<file path="src/rtl/text_arb_pkg.sv">
// text_arb_pkg: shared types and helpers for the text memory arbiter.
package text_arb_pkg;
  typedef enum logic {PRIO_FETCH, PRIO_DATA} prio_t;
  typedef enum logic [1:0] {RESP_NONE, RESP_FETCH, RESP_DATA} resp_sel_t;
  localparam int GNT_FETCH = 0;
  localparam int GNT_DATA = 1;
  function automatic resp_sel_t resp_of(input logic [1:0] gnt);
    return gnt[GNT_FETCH] ? RESP_FETCH : gnt[GNT_DATA] ? RESP_DATA : RESP_NONE;
  endfunction
endpackage

</file>
<file path="src/rtl/text_rr_arbiter.sv">
// text_rr_arbiter: two-port round-robin grant with next-priority computation.
module text_rr_arbiter
  import text_arb_pkg::*;
(
  input  logic       fetch_req,
  input  logic       data_req,
  input  prio_t      prio,
  output logic [1:0] gnt,
  output prio_t      prio_nxt
);
  always_comb begin
    gnt[GNT_FETCH] = fetch_req & (~data_req | (prio == PRIO_FETCH));
    gnt[GNT_DATA]  = data_req & (~fetch_req | (prio == PRIO_DATA));
    prio_nxt = gnt[GNT_FETCH] ? PRIO_DATA : gnt[GNT_DATA] ? PRIO_FETCH : prio;
  end
endmodule

</file>
<file path="src/rtl/text_memory_arbiter.sv">
// text_memory_arbiter: single-port text memory shared by fetch and data reads.
// Optional LOADER_EN adds a write-only load port with absolute priority.
`ifndef TEXT_BITS
`define TEXT_BITS 14
`endif
module text_memory_arbiter
  import text_arb_pkg::*;
#(
  parameter int ADDR_W = `TEXT_BITS - 2
) (
  input  logic              clock,
  input  logic              reset_n,
  input  logic              fetch_req,
  input  logic [ADDR_W-1:0] fetch_addr,
  output logic              fetch_gnt,
  output logic              fetch_rvalid,
  output logic [31:0]       fetch_rdata,
  input  logic              data_req,
  input  logic [ADDR_W-1:0] data_addr,
  output logic              data_gnt,
  output logic              data_rvalid,
  output logic [31:0]       data_rdata,
  output logic [ADDR_W-1:0] mem_address,
  input  logic [31:0]       mem_q,
  output logic              mem_wren,
  output logic [31:0]       mem_wdata
`ifdef LOADER_EN
  ,
  input  logic              load_req,
  input  logic [ADDR_W-1:0] load_addr,
  input  logic [31:0]       load_data,
  output logic              load_gnt
`endif
);
  logic [1:0] gnt;
  prio_t prio, prio_nxt;
  resp_sel_t resp_sel;
  logic ld;
  logic [ADDR_W-1:0] ld_addr;
  logic [31:0] ld_data;
`ifdef LOADER_EN
  assign ld = load_req;
  assign ld_addr = load_addr;
  assign ld_data = load_data;
  assign load_gnt = ld & reset_n;
`else
  assign ld = 1'b0;
  assign ld_addr = '0;
  assign ld_data = '0;
`endif
  // Reads are masked during a load so prio holds and no response is queued.
  text_rr_arbiter u_rr (
    .fetch_req(fetch_req & ~ld),
    .data_req (data_req & ~ld),
    .prio     (prio),
    .gnt      (gnt),
    .prio_nxt (prio_nxt)
  );
  assign fetch_gnt = gnt[GNT_FETCH] & reset_n;
  assign data_gnt = gnt[GNT_DATA] & reset_n;
  assign mem_address = ld ? ld_addr : gnt[GNT_DATA] ? data_addr : fetch_addr;
  assign mem_wren = ld & reset_n;
  assign mem_wdata = mem_wren ? ld_data : '0;
  always_ff @(posedge clock or negedge reset_n) begin
    if (!reset_n) begin
      prio <= PRIO_FETCH;
      resp_sel <= RESP_NONE;
    end else begin
      prio <= prio_nxt;
      resp_sel <= resp_of(gnt);
    end
  end
  assign fetch_rvalid = (resp_sel == RESP_FETCH);
  assign data_rvalid = (resp_sel == RESP_DATA);
  assign fetch_rdata = fetch_rvalid ? mem_q : '0;
  assign data_rdata = data_rvalid ? mem_q : '0;
endmodule

</file>
<file path="config.mk">
export PLATFORM = sky130hd
export DESIGN_NAME = text_memory_arbiter
export DESIGN_NICKNAME = d
export VERILOG_FILES = /design/src/rtl/text_arb_pkg.sv /design/src/rtl/text_rr_arbiter.sv /design/src/rtl/text_memory_arbiter.sv
export SDC_FILE = /design/constraint.sdc
export NUM_CORES = 1
export LEC_CHECK = 0
export BUFFER_PORTS_ARGS = -buffer_cell sky130_fd_sc_hd__buf_2
export CORE_AREA = 2 2 67 69
export DETAILED_ROUTE_END_ITERATION = 16
export DIE_AREA = 0 0 69 71
export PLACE_DENSITY = 0.71
export SYNTH_ARGS = -nofsm -noshare
export SYNTH_HDL_FRONTEND = slang
export SYNTH_SLANG_ARGS = --single-unit
</file>
<file path="constraint.sdc">
create_clock -name clock -period 1.77 [get_ports clock]
set_input_delay 0.354 -clock clock [delete_from_list [all_inputs] [get_ports clock]]
set_output_delay 0.354 -clock clock [all_outputs]
set_load 0.02 [all_outputs]
</file>
==> flow_metrics.env <==
export IMPL_outcome="complete, no violations"
export IMPL_ioPinCount=173
export IMPL_track_usage_pct=10.4
export IMPL_min_period_ps=1730
export IMPL_p_leak_uw=0.00118
export IMPL_ys_warn_count=0
export IMPL_grt_ovfl_total=0
export IMPL_rows=24
export IMPL_crit_buf_inv=1
export IMPL_ys_ff_latch=3
export IMPL_slew_violations=0
export IMPL_vdd_drop_max_uv=258
export IMPL_ys_top_cells_by_count="65 x and2_1, 33 x buf_4, 9 x mux2_4"
export IMPL_initial_core_util_pct=24.1
export IMPL_crit_path_end_kind="output pin"
export IMPL_met2_usage_pct=20.7
export IMPL_fillers=436
export IMPL_die_area_um2=4900
export IMPL_htreeDepth=1
export IMPL_clkLatencyLatePin_ps=220
export IMPL_grt_pass1_wl_mm=4.45
export IMPL_place_gp_congestion=0.776
export IMPL_clk_path_buf_depth=2
export IMPL_worstPathRequired_ps=1420
export IMPL_drt_wl_total_mm=3.15
export IMPL_die_h_um=71
export IMPL_setup_violations=0
export IMPL_drc=0
export IMPL_io_buffers=139
export IMPL_yosysSeqAreaShare_pct=7.41
export IMPL_synth_flop_cell="dfrtp_1"
export IMPL_synthCells=130
export IMPL_fin_setup_tns_ps=0
export IMPL_path_max_fanout=7
export IMPL_setup_ws_ps=42.7
export IMPL_fin_crit_sh_pct=97.6
export IMPL_worstSetupStartpointType="register"
export IMPL_syn_avg_cell_area_um2=7.80
export IMPL_power_density_nw_per_um2=501
export IMPL_drv_cap=0
export IMPL_grtUsageMet1_pct=11.2
export IMPL_core_area_um2=4200
export IMPL_wl_per_cell_um=9.82
export IMPL_fin_skew_ps=4.33
export IMPL_grt_max_degree=34
export IMPL_fin_nets=330
export IMPL_pre_cts_ws_ps=168
export IMPL_hold_class="in2async"
export IMPL_syn_cell_area_um2=1010
export IMPL_synth_most_common_cell="and2_1"
export IMPL_yosys_cell_types_count=17
export IMPL_synth_top_cell_area_share_pct=40.1
export IMPL_fp_dieW_um=69
export IMPL_finalHoldViolations=0
export IMPL_worstSetupPathType="reg2out"
export IMPL_critical_path_startpoint="prio"
export IMPL_placed_cells=315
export IMPL_grt_use_met3_pct=2.42
export IMPL_drive_gt1_share_pct=59.5
export IMPL_cp_slowest_cell="dfrtp_1"
export IMPL_r2r_start="prio"
export IMPL_first_pass_iters=2
export IMPL_max_freq_ghz=0.579
export IMPL_cts_buffers=3
export IMPL_crit_family="flip-flops"
export IMPL_slowest_delay_ps=370
export IMPL_syn_to_final_growth_pct=74.9
export IMPL_vias=1202
export IMPL_synth_edf_count=0
export IMPL_clock_sinks=3
export IMPL_stdcell_count=321
export IMPL_grt_pass1_vias=1046
export IMPL_path_cells="nand2b_4 -> nand2_8 -> mux2_4 -> buf_6"
export IMPL_rsz0062_at_grt="false"
export IMPL_synth_top_cell_by_area="and2_1"
export IMPL_critPathArrivalTime_ps=1370
export IMPL_antenna_found_initial=0
export IMPL_cts_root_buf="clkbuf_8"
export IMPL_clkTransAtPathRegs_ps=30
export IMPL_viasPerCell=3.74
export IMPL_postRouteAntennaNets=0
export IMPL_cts_tree="done"
export IMPL_ys_top_cells_by_area="and2_1 40%, buf_4 24%, mux2_4 13%"
export IMPL_n_antenna_cell=0
export IMPL_drt_iter0_drc=10
export IMPL_grt_busiest_layer="met2"
export IMPL_hpwlAfterDp_mm=2.67
export IMPL_async_flop_share_pct=100
-- report_power, final --
part	internal [µW]	switching, µW	leakage, µW
Sequential	76.4	3.35	0.0000365
Clock	154	46.1	0.0000228
Combinational	252	357	0.00112
Total	482	406	0.00118
-- final timing paths --
path,depth (start not counted),slack [ps],to
min in group clock,2,460,resp_sel[0]
worst max-delay path,4,40,mem_address[0]
worst min-delay path,1,40,prio
max in group asynchronous,1,1550,resp_sel[0]
worst min register to register,2,620,resp_sel[0]
worst max register to register,2,900,resp_sel[0]
-- placed cells by master (no fill, tap or decap), drive strengths merged --
cell / count
nand2: 2
nand2b: 1
mux2: 12
clkbuf: 4
inv: 2
conb: 33
dfrtp: 3
and3: 1
and2: 65
a21boi: 1
buf: 141
dlymetal6s4s: 1
and2b: 1
o21ai: 1
nor2b: 1
-- logic make-up after synthesis --
family,synth area share [%]
buffers and inverters,29.6
and+or+nand+nor,44.7
muxes,16.7
DFF,7.41
other,0.370
AOI/OAI and AO/OA,1.23
-- layer usage --
| layer | vias to the layer above | share of wire, % |
|---|---|---|
| met5 | - | 0 |
| met4 | 0 | 0 |
| met3 | 0 | 12 |
| met2 | 96 | 54 |
| met1 | 499 | 34 |
| li1 | 607 | - |
-- final cells by class --
class / instances / area [µm²] / area share [%]
sequential: 3 / 75.1 / 4.23
inverter: 2 / 7.51 / 0.423
clock buffer: 4 / 45.0 / 2.54
multi-input combinational: 118 / 798 / 45.0
tap: 52 / 65.1 / 3.67
timing repair buffer: 142 / 782 / 44.1
-- stage by stage --
stage	hold WS [ps]	total power (µW)	utilization (%)	cell area [µm²]
after floorplan	58.4	513	-	1130
after global placement	161	640	38.8	1630
after detailed placement	165	645	38.8	1630
after CTS	442	855	40.3	1690
after global routing	67.4	945	42.2	1770
final	38.4	888	42.2	1770
-- sequential cells by signal (all words and copies together) (netlist names) --
name,count
resp_sel,2
prio,1
-- repair_timing --
| action | CTS | global route |
|---|---|---|
| endpoints found under the hold margin | 3 | 0 |
| pin swaps | 1 | 1 |
| cloned | 0 | 1 |
| hold buffers | 1 | 0 |
| gates resized for setup | 1 | 19 |
| buffers inserted | 0 | 1 |
| endpoints found under the setup margin | 12 | 13 |
Note: power is estimated with default switching activity, not from simulation.
